$ cat src/rtl/imm_extend_stage_if.sv
// rtl/imm_extend_stage_if.sv - handshake bundle between the decode stage, the immediate extender and execute
// Producer side: in_valid, in_ready, instr, mode, shift2, flush
// Consumer side: out_valid, out_ready, imm_out, illegal
// master: the block that drives instructions and consumes results
// slave:  the immediate extender itself
interface imm_extend_stage_if #(
    parameter int INSTR_W  = 32,
    parameter int WIDTHOUT = 64
);
    logic                in_valid;
    logic                in_ready;
    logic [INSTR_W-1:0]  instr;
    logic [2:0]          mode;
    logic                shift2;
    logic                flush;
    logic                out_valid;
    logic                out_ready;
    logic [WIDTHOUT-1:0] imm_out;
    logic                illegal;

    modport master (
        output in_valid, instr, mode, shift2, flush, out_ready,
        input  in_ready, out_valid, imm_out, illegal
    );

    modport slave (
        input  in_valid, instr, mode, shift2, flush, out_ready,
        output in_ready, out_valid, imm_out, illegal
    );
endinterface

$ cat src/rtl/imm_extend_stage.sv
// rtl/imm_extend_stage.sv - registered immediate extractor/extender at the decode->execute boundary
// Ports:
//   clk      rising-edge clock
//   reset_n  asynchronous active-low reset
//   bus      imm_extend_stage_if.slave
//            in_valid/in_ready/instr/mode/shift2/flush in, out_valid/out_ready/imm_out/illegal out
// mode: 0 ZERO12, 1 SIGN9, 2 SIGN26, 3 SIGN19, 4 MOVZ16, 5-7 illegal
module imm_extend_stage #(
    parameter int INSTR_W  = 32,
    parameter int WIDTHOUT = 64
) (
    input  logic              clk,
    input  logic              reset_n,
    imm_extend_stage_if.slave bus
);
    localparam logic [2:0] M_ZERO12 = 3'd0;
    localparam logic [2:0] M_SIGN9  = 3'd1;
    localparam logic [2:0] M_SIGN26 = 3'd2;
    localparam logic [2:0] M_SIGN19 = 3'd3;
    localparam logic [2:0] M_MOVZ16 = 3'd4;
    // Highest half-word slot whose 16 bits still fit inside the output.
    localparam int MAX_HW = WIDTHOUT / 16 - 1;

    logic [WIDTHOUT-1:0] ext;
    logic [WIDTHOUT-1:0] next_imm;
    logic                next_illegal;
    logic [63:0]         movz_wide;
    logic [1:0]          hw;
    logic                accept;

    logic                valid_q;
    logic [WIDTHOUT-1:0] imm_q;
    logic                illegal_q;

    // Instruction bits outside every immediate field are intentionally ignored.
    logic unused_bits;
    assign unused_bits = ^{bus.instr[INSTR_W-1:26], bus.instr[4:0]};

    assign hw           = bus.instr[22:21];
    assign bus.in_ready = !valid_q || bus.out_ready;
    assign accept       = bus.in_valid && bus.in_ready;

    always_comb begin
        ext          = '0;
        next_illegal = 1'b0;
        // MOVZ is built at full 64 bits, then truncated; out-of-range slots are flagged below.
        movz_wide    = {48'b0, bus.instr[20:5]} << {hw, 4'b0000};
        case (bus.mode)
            M_ZERO12: ext = {{(WIDTHOUT-12){1'b0}}, bus.instr[21:10]};
            M_SIGN9:  ext = {{(WIDTHOUT-9){bus.instr[20]}}, bus.instr[20:12]};
            M_SIGN26: ext = {{(WIDTHOUT-26){bus.instr[25]}}, bus.instr[25:0]};
            M_SIGN19: ext = {{(WIDTHOUT-19){bus.instr[23]}}, bus.instr[23:5]};
            M_MOVZ16: begin
                ext          = movz_wide[WIDTHOUT-1:0];
                next_illegal = bus.shift2 || (int'(hw) > MAX_HW);
            end
            default:  next_illegal = 1'b1;
        endcase
        // Shift after extension so the sign bits are already in place.
        if (bus.shift2) begin
            ext = ext << 2;
        end
        next_imm = next_illegal ? '0 : ext;
    end

    always_ff @(posedge clk or negedge reset_n) begin
        if (!reset_n) begin
            valid_q   <= 1'b0;
            imm_q     <= '0;
            illegal_q <= 1'b0;
        end else if (bus.flush) begin
            // Drops both the held entry and anything accepted this cycle.
            valid_q   <= 1'b0;
            imm_q     <= '0;
            illegal_q <= 1'b0;
        end else if (accept) begin
            // Covers same-cycle drain and refill: the new entry overwrites with no bubble.
            valid_q   <= 1'b1;
            imm_q     <= next_imm;
            illegal_q <= next_illegal;
        end else if (valid_q && bus.out_ready) begin
            valid_q   <= 1'b0;
        end
    end

    assign bus.out_valid = valid_q;
    assign bus.imm_out   = imm_q;
    assign bus.illegal   = illegal_q;
endmodule

$ cat src/flat_wrapper.sv
// flat-port wrapper written by rule: the top's interface ports become plain ports
module imm_extend_stage_flat 
#(
    parameter int INSTR_W  = 32,
    parameter int WIDTHOUT = 64
)
  (clk, reset_n, bus_in_valid, bus_instr, bus_mode, bus_shift2, bus_flush, bus_out_ready, bus_in_ready, bus_out_valid, bus_imm_out, bus_illegal);
  imm_extend_stage_if #(.INSTR_W(INSTR_W), .WIDTHOUT(WIDTHOUT)) bus_i ();
  input  logic clk;
  input  logic reset_n;
  input wire logic [$bits(bus_i.in_valid)-1:0] bus_in_valid;
  input wire logic [$bits(bus_i.instr)-1:0] bus_instr;
  input wire logic [$bits(bus_i.mode)-1:0] bus_mode;
  input wire logic [$bits(bus_i.shift2)-1:0] bus_shift2;
  input wire logic [$bits(bus_i.flush)-1:0] bus_flush;
  input wire logic [$bits(bus_i.out_ready)-1:0] bus_out_ready;
  output wire logic [$bits(bus_i.in_ready)-1:0] bus_in_ready;
  output wire logic [$bits(bus_i.out_valid)-1:0] bus_out_valid;
  output wire logic [$bits(bus_i.imm_out)-1:0] bus_imm_out;
  output wire logic [$bits(bus_i.illegal)-1:0] bus_illegal;
  assign bus_i.in_valid = bus_in_valid;
  assign bus_i.instr = bus_instr;
  assign bus_i.mode = bus_mode;
  assign bus_i.shift2 = bus_shift2;
  assign bus_i.flush = bus_flush;
  assign bus_i.out_ready = bus_out_ready;
  assign bus_in_ready = bus_i.in_ready;
  assign bus_out_valid = bus_i.out_valid;
  assign bus_imm_out = bus_i.imm_out;
  assign bus_illegal = bus_i.illegal;
  imm_extend_stage #(.INSTR_W(INSTR_W), .WIDTHOUT(WIDTHOUT)) u_core (.clk(clk), .reset_n(reset_n), .bus(bus_i));
endmodule
$ cat config.mk
export PLATFORM = sky130hd
export DESIGN_NAME = imm_extend_stage_flat
export DESIGN_NICKNAME = d
export VERILOG_FILES = /design/src/rtl/imm_extend_stage_if.sv /design/src/rtl/imm_extend_stage.sv /design/src/flat_wrapper.sv
export SDC_FILE = /design/constraint.sdc
export NUM_CORES = 1
export LEC_CHECK = 0
export ABC_AREA = 1
export BUFFER_PORTS_ARGS = -buffer_cell sky130_fd_sc_hd__buf_2
export CAP_MARGIN = 10
export CORE_MARGIN = 2
export CORE_UTILIZATION = 59
export CTS_CLUSTER_SIZE = 28
export DETAILED_ROUTE_END_ITERATION = 10
export HOLD_SLACK_MARGIN = 0.1
export PLACE_DENSITY = 0.87
export RECOVER_POWER = 50
export SYNTH_ARGS = -nofsm -noshare
export SYNTH_HDL_FRONTEND = slang
export SYNTH_SLANG_ARGS = --single-unit
$ cat constraint.sdc
create_clock -name clk -period 2.2 [get_ports clk]
set_input_delay 0.44 -clock clk [delete_from_list [all_inputs] [get_ports clk]]
set_output_delay 0.44 -clock clk [all_outputs]
set_load 0.01 [all_outputs]
[After elaboration in Yosys (flattened, before gate mapping)]
Index checks and enable logic that the tools add are counted.
Word-level totals
  bits in registers: 66
  latch bits: 0
  bits in writable memories: 0
  ROM bits: 0
  bits of input ports: 41
  output and inout port bits: 67
  logic and storage cells: 27
  memories: 0
Cells by class
  $add $sub $neg: 0
  $mul: 0
  divide/modulo/power cells: 0
  order comparisons: 0
  equal/unequal tests: 4
  shift-type cells: 1
  multiplexer cells: 11
  bitwise logic cells: 0
  reduce and logical (&&, ||, !) cells: 8
Operators with widths (number)
  $pmux 64 s5: 1
  $mux 64: 4
  $shl 16x6->64: 1
  $eq 3x2->1 const B: 2
  $mux 1: 5
  $reduce_or 4->1: 1
  $eq 3x1->1 const B: 1
  $eq 3x3->1 const B: 1
  $logic_not 3->1: 1
  $reduce_bool 3->1: 1
  $logic_and 1x1->1: 2
  $pmux 1 s2: 1
  $reduce_bool 2->1: 1
  $logic_not 1->1: 1
  $logic_or 1x1->1: 1

[Longest topological paths before layout]
Gate-level depths: netlist of run 1.
  depth after elaboration: 6
  depth in mapped cells: 12
  depth with buffers taken out: 9

[Worst setup path before layout of run 1]
Ideal clock, no wire load.
  path type: input to register
  from: input port bus_mode[2]
  to: register u_core.imm_q[49], in the netlist u_core.bus.imm_out[49]
  library setup time: 66 ps
  arrival time: 1516 ps
  data required time: 2134 ps
  path slack: 618 ps
  stages on the path: 9
  buffers on the path: 2
  cell sequence: inv_2 buf_4 nand3_2 nor2_1 nor2_4 nand4_4 buf_2 nand3_1 nand2_1
On the way
  cells in the longest elaborated chain, start to end: 6
  elaborated cells between the ends (all ways): 12
  those cells by class: 4 x eq/ne; 6 x mux; 2 x reduce/logical
RTL lines
  start, declared: RTL line flat_wrapper.sv:13  | input wire logic [$bits(bus_i.mode)-1:0] bus_mode;
  $eq 3x3->1, or another cell as far along: RTL line imm_extend_stage.sv:48  | case (bus.mode)
  $pmux 64 s5 / $reduce_or 4->1 (equally long branches)
  $mux 64 / $pmux 1 s2 (equally long branches): RTL line imm_extend_stage.sv:60, imm_extend_stage.sv:48
  $mux 64 (*): RTL line imm_extend_stage.sv:63  | next_imm = next_illegal ? '0 : ext;
  $mux 64 (*): RTL line imm_extend_stage.sv:76  | end else if (accept) begin
  $mux 64 (*): RTL line imm_extend_stage.sv:71  | end else if (bus.flush) begin
  end signal, assigned: RTL line imm_extend_stage.sv:79  | imm_q <= next_imm;
  end, declared: RTL line imm_extend_stage.sv:32  | logic [WIDTHOUT-1:0] imm_q;
Mark *: on every way between the ends. The rest lies on a longest branch, timed or not. The select of a mux whose other input is x is not followed.
A chain may end at the register's enable or synchronous reset.

[Worst setup path in the final report of run 1]
  from: input port bus_mode[1]
  to: register u_core.imm_q[40], in the netlist u_core.bus.imm_out[40]
The elaborated chain is that of the path after synthesis.

==> impl_metrics.ini, run 1 <==
[clock_tree]
h-tree-depth = 3
cts_tree = done
numCtsBuffers = 9
cts_sinks = 66
cts_root_buffer = clkbuf_8
cts_resized = 0
cts_buffer_depth = 2
cts_setup_buffers = 0
path_clk_slew_ps = 80
clk_latency_ps = 350
postCtsHoldBufs = 0

[timing]
tns_ps = 0
rsz0062_at_grt = false
fin_crit_sh_pct = 89.68
min_period_ps = 1973
setup_viol = 0
fmax_ghz = 0.5069
hold_viol_final = 0
slew_headroom_pct = -0.4171
drv_slew = 25
finClkSkew_ps = 8.511
tightest_slew_ps = 1506
whs_ps = 352.6

[finish]
fin_area_um2 = 5286
stdcell_count = 871
areaGrowthSynthToFinish_pct = 17.98
final.fill_count = 658
nNetsFinal = 808
drive_gt1_share_pct = 16.97
final_core_util_pct = 72.49
diodes = 0

[route]
routedWlPerCell_um = 17.37
wirelength_um = 15130
detail-route-antenna-nets = 0
drt_iter0_markers = 729
route.detailed.drc = 0
vias = 5229
drtPass1Iterations = 7
vias_per_cell = 6.003

[critical_path]
cp-startpoint = bus_mode[1]
cp.arrival_ps = 2250
path_max_fanout = 36
cp_data_required_time_ps = 2480
setup.worst_path.class = in2reg
max_stage_delay_ps = 420
critPathLaunchType = input port
crit-reg2reg-launch = u_core.bus.out_valid
cp_common_cell = nand2_1
endpoint_kind = flop
critPathSlowestCell = nor2_4
path_cells = buf_2 -> inv_1 -> nand2_2 -> nor2_4 -> nand2_1 -> nand4_4 -> buf_4 -> nand3_1 -> nand2_1

[synth]
synth_area_leader_cell = dfrtp_1
synth-edff-count = 0
yosys_warnings = 0
syn_nets = 722
synth.most_common_cell = nand2_1
synth_cell_types = 24
synth.cell_area_um2 = 4481
synth_cells = 681
ys_seq_elements = 66
synth_top_area_share_pct = 36.86
netlist_top_cells_count = 186 x nand2_1, 152 x nand3_1, 66 x dfrtp_1
synth_area_leaders = dfrtp_1 37%, nand3_1 17%, nand2_1 16%
synth_seq_area_share_pct = 36.86
synth-main-ff-cell = dfrtp_1
syn_area_per_cell_um2 = 6.579
synthArstFlopShare_pct = 100.0

[floorplan]
io_pins = 108
rows = 31
start_util_pct = 61.44
die_w_um = 91.15
dieArea_um2 = 8307
die_y_um = 91.15
fp.coreArea_um2 = 7292

[hold_path]
hold_class = in2reg
holdCritStartpoint = bus_flush

[run]
cap_violations = 1

[grt]
grt_pass1_wl_um = 24780
grt_start_max_net_pins = 66
antenna_found_initial = 0
grt_usage_pct = 37.50
grt-ovfl-total = 0
grt_pass1_vias = 4852

[outcome]
violations = capacitance limit, slew limit
status = complete, but fails checks

[placed_design]
place_area_um2 = 5092
portBuffers = 101
dp_cells = 855
routabilityCongestion = 1.012
hpwl_um = 10700

[power_and_ir_drop]
powerDensity_nw_per_um2 = 606.0
p_leak_uw = 0.002941
max-vdd-ir-drop_mv = 0.5674
[worst paths after layout]
kind / to / slack [ps] / cells after the start
worst max register to register: u_core.bus.imm_out[47] / 350 / 5
min in group asynchronous: u_core.bus.imm_out[7] / 440 / 1
max in group asynchronous: u_core.bus.imm_out[28] / 870 / 2
worst max-delay path: u_core.bus.imm_out[40] / 230 / 9
worst min register to register: u_core.bus.imm_out[6] / 480 / 2
worst min-delay path: u_core.bus.out_valid / 350 / 2
[layout make-up]
cell class                 count  area (um2)  area share [%]
timing repair buffer         127       683.2           12.92
clock inverter                 7       125.1           2.367
multi-input combinational    511        2384           45.09
sequential                    66        1652           31.24
tap                           99       123.9           2.343
inverter                      52       195.2           3.692
clock buffer                   9       123.9           2.343
[cells by family (layout without fill, tap and decap cells)]
family	after synthesis	count (layout)	synth area share, %
compound gates	47	47	5.390
buf+inv	104	195	10.19
flops	66	66	36.86
simple gates	464	464	47.56
[worst max-delay path: cells and delay by family]
kind	cells	cell delay, ps
AND/OR/NAND/NOR	6	1160
buffers and inverters	3	630
[state kept, by name, summed over array words and instances (netlist names)]
name and flops:
u_core.bus.illegal 1, u_core.bus.out_valid 1, u_core.bus.imm_out 64
[power breakdown]
part	internal, uW	switching [uW]
sequential	1260	28.5
combinational	197	444
clock	762	508
[placed cells by master, fill, tap and decap left out, types with 2 or more instances in the layout]
cell / instances
dfrtp_1: 66
buf_12: 2
a21oi_1: 39
buf_2: 70
inv_2: 5
nor2_4: 3
nor2_2: 2
nor2_1: 63
nand3_2: 3
nand2_1: 186
inv_1: 46
nand4_1: 41
buf_4: 23
bufinv_16: 3
clkbuf_1: 32
clkbuf_8: 9
nor3_1: 8
clkinv_4: 3
o21ai_0: 5
nand3_1: 152
nand2_2: 4
[metrics by stage]
stage	total power (uW)	setup slack, ps
after floorplan	1694	618.2
after global placement	1928	24.56
after detailed placement	1945	-19.43
after CTS	3215	322.4
after global routing	3322	154.2
final	3203	227.0
[per-layer routing]
| metal | part of all wire [%] | track usage, % | vias to the layer above |
|---|---|---|---|
| met3 | 9.4 | 5.394 | 56 |
| li1 | - | - | 2429 |
| met2 | 46 | 59.20 | 323 |
| met4 | 4.0 | 16.16 | 0 |
| met1 | 41 | 51.70 | 2421 |
| met5 | 0 | 0 | - |
No activity file was read; power rests on OpenSTA's default activity.
==> run 2: changes to the inputs <==
Settings changed: ABC_AREA 1 to default, CELL_PAD_IN_SITES_DETAIL_PLACEMENT from default to 2, CELL_PAD_IN_SITES_GLOBAL_PLACEMENT from default to 2, CORE_UTILIZATION 59 to 34, PLACE_DENSITY 0.87 to default, PLACE_DENSITY_LB_ADDON from default to 0.1.
==> run 2 against run 1 <==
Net effect:
- the flow still finishes with violations (capacitance limit, slew limit)
- highest routed layer unchanged
- largest cell class unchanged
- flip-flop and latch count stayed put
- via count is 27% lower
- total power is 9.9% lower
- clock power is 20% lower
==> impl_metrics.ini, run 2 <==
[critical_path]
critPathSlowestCell = a221oi_1
rrSetupSlack_ps = 540
cp.arrival_ps = 2070
cp_data_required_time_ps = 2450
endpoint_kind = flop
path_cells = buf_2 -> nor3b_1 -> buf_4 -> a221oi_1 -> mux2i_1 -> a22o_1
crit_end = u_core.bus.imm_out[13]
worst_r2r_endpoint = u_core.bus.imm_out[3]
max_stage_delay_ps = 630
cp-startpoint = bus_mode[1]
crit-reg2reg-launch = u_core.bus.out_valid
path_max_fanout = 13
r2r_cells = 6
critPathLaunchType = input port
setup.worst_path.class = in2reg

[synth]
syn_nets = 450
synth.most_common_cell = dfrtp_1
synth_area_leaders = dfrtp_1 43%, o21ai_0 5.9%, nand2_1 5.7%
synth-edff-count = 0
synth-main-ff-cell = dfrtp_1
synth_cells = 409
netlist_top_cells_count = 66 x dfrtp_1, 58 x nand2_1, 45 x o21ai_0
synth_area_leader_cell = dfrtp_1
synth_top_area_share_pct = 43.36
synth.cell_area_um2 = 3809
ys_seq_elements = 66
synth_seq_area_share_pct = 43.36
syn_area_per_cell_um2 = 9.312
yosys_warnings = 0
synth_cell_types = 50
synthArstFlopShare_pct = 100.0

[timing]
fmax_ghz = 0.5482
rsz0062_at_grt = false
tns_ps = 0
hold_viol_final = 0
finClkSkew_ps = 14.26
min_period_ps = 1824
fin_crit_sh_pct = 82.92
slew_headroom_pct = -5.624
setup_viol = 0
drv_slew = 25
tightest_slew_ps = 1584

[floorplan]
dieArea_um2 = 12060
fp.coreArea_um2 = 10890
start_util_pct = 34.98
die_y_um = 109.8
rows = 38
io_pins = 108
die_w_um = 109.8

[run]
cap_violations = 1

[clock_tree]
numCtsBuffers = 9
cts_root_buffer = clkbuf_8
cts_resized = 0
cts_buffer_depth = 2
h-tree-depth = 3
cts_sinks = 66
cts_tree = done
postCtsHoldBufs = 0
cts_setup_buffers = 0
clk_latency_ps = 360
path_clk_slew_ps = 80

[grt]
grt-ovfl-total = 0
grt_pass1_vias = 4139
grt_usage_pct = 26.54
grt_pass1_wl_um = 23630
grt_start_max_net_pins = 66
antenna_found_initial = 0

[route]
drt_iter0_markers = 229
vias_per_cell = 5.753
drtPass1Iterations = 4
detail-route-antenna-nets = 0
topRoutingLayerUsed = met4
wirelength_um = 15140
wl_met3_um = 681
vias = 3814
dr_wl_met2_um = 7201
route.detailed.drc = 0
routedWlPerCell_um = 22.84
drt-met1-wl_um = 6925

[finish]
areaGrowthSynthToFinish_pct = 25.85
layout_common_cells = 68 x buf_2, 66 x dfrtp_1, 58 x nand2_1
final.fill_count = 1229
multi_input_area_um2 = 1924
drive_gt1_share_pct = 26.20
nNetsFinal = 560
largest_register_ffs = 64
regArea_um2 = 1652
diodes = 0
final_common_cell = buf_2

[hold_path]
holdCritStartpoint = bus_flush
hold_class = in2reg

[power_and_ir_drop]
power_uw = 2888
max-vdd-ir-drop_mv = 0.3313
powerDensity_nw_per_um2 = 602.5
p_leak_uw = 0.002236

[outcome]
status = complete, but fails checks
violations = capacitance limit, slew limit

[placed_design]
portBuffers = 101
routabilityCongestion = 0.8504
hpwl_um = 11140
==> run 2: power by group <==
group / leakage (uW) / total [uW] / internal, uW / switching [uW]
Sequential: 0.000909 / 1280 / 1250 / 23.8
Clock: 0.0000962 / 1020 / 545 / 474
Combinational: 0.00123 / 590 / 217 / 373
Total: 0.00224 / 2890 / 2020 / 871
==> run 2: final cells by class <==
class,count,share of cell area [%]
repair buffers,143,17.57
flip-flops and latches,66,34.46
inverters,4,0.3132
well taps,140,3.654
multi-input cells,295,40.15
clock inverters,3,0.8353
clock buffers,12,3.028
==> run 2: routing by layer <==
metal	vias to the layer above	track usage [%]
met3	25	3.023
met1	1943	35.89
met2	103	43.47
met4	0	9.946
met5	-	0
li1	1743	-
==> run 2: logic make-up after synthesis <==
| logic type | share of synthesized area, % |
|---|---|
| simple gates | 13.93 |
| buf+inv | 6.406 |
| flops | 43.36 |
| mux | 5.913 |
| compound gates | 30.39 |
==> run 2: critical path, delay by kind of cell <==
family	cells	cell delay (ps)
AO/OA/AOI/OAI	2	870
buffers and inverters	2	370
multiplexers	1	200
AND/OR/NAND/NOR	1	190
==> run 2: how the worst min path moves through the flow <==
stage | endpoint | slack [ps] | cells after the start
finish | u_core.bus.out_valid | 310 | 2
global route | u_core.bus.out_valid | 320 | 2
CTS | u_core.bus.imm_out[3] | 120 | 1
detailed placement | u_core.bus.imm_out[63] | 470 | 2
global placement | u_core.bus.imm_out[59] | 460 | 2
floorplan | u_core.bus.illegal | 140 | 0
==> run 2: per-stage QoR <==
| stage | instance area (um2) | instances | hold slack (ps) | util [%] | setup WS (ps) |
|---|---|---|---|---|---|
| after global routing | 4793 | 663 | 323.8 | 44.02 | 226.6 |
| after global placement | 4649 | 648 | 462.3 | 42.70 | 94.12 |
| after floorplan | 3809 | 409 | 144.4 | - | 326.6 |
| after detailed placement | 4649 | 648 | 473.9 | 42.70 | 74.47 |
| final | 4793 | 663 | 312.9 | 44.02 | 375.7 |
| after CTS | 4835 | 663 | 121.7 | 44.40 | 447.3 |
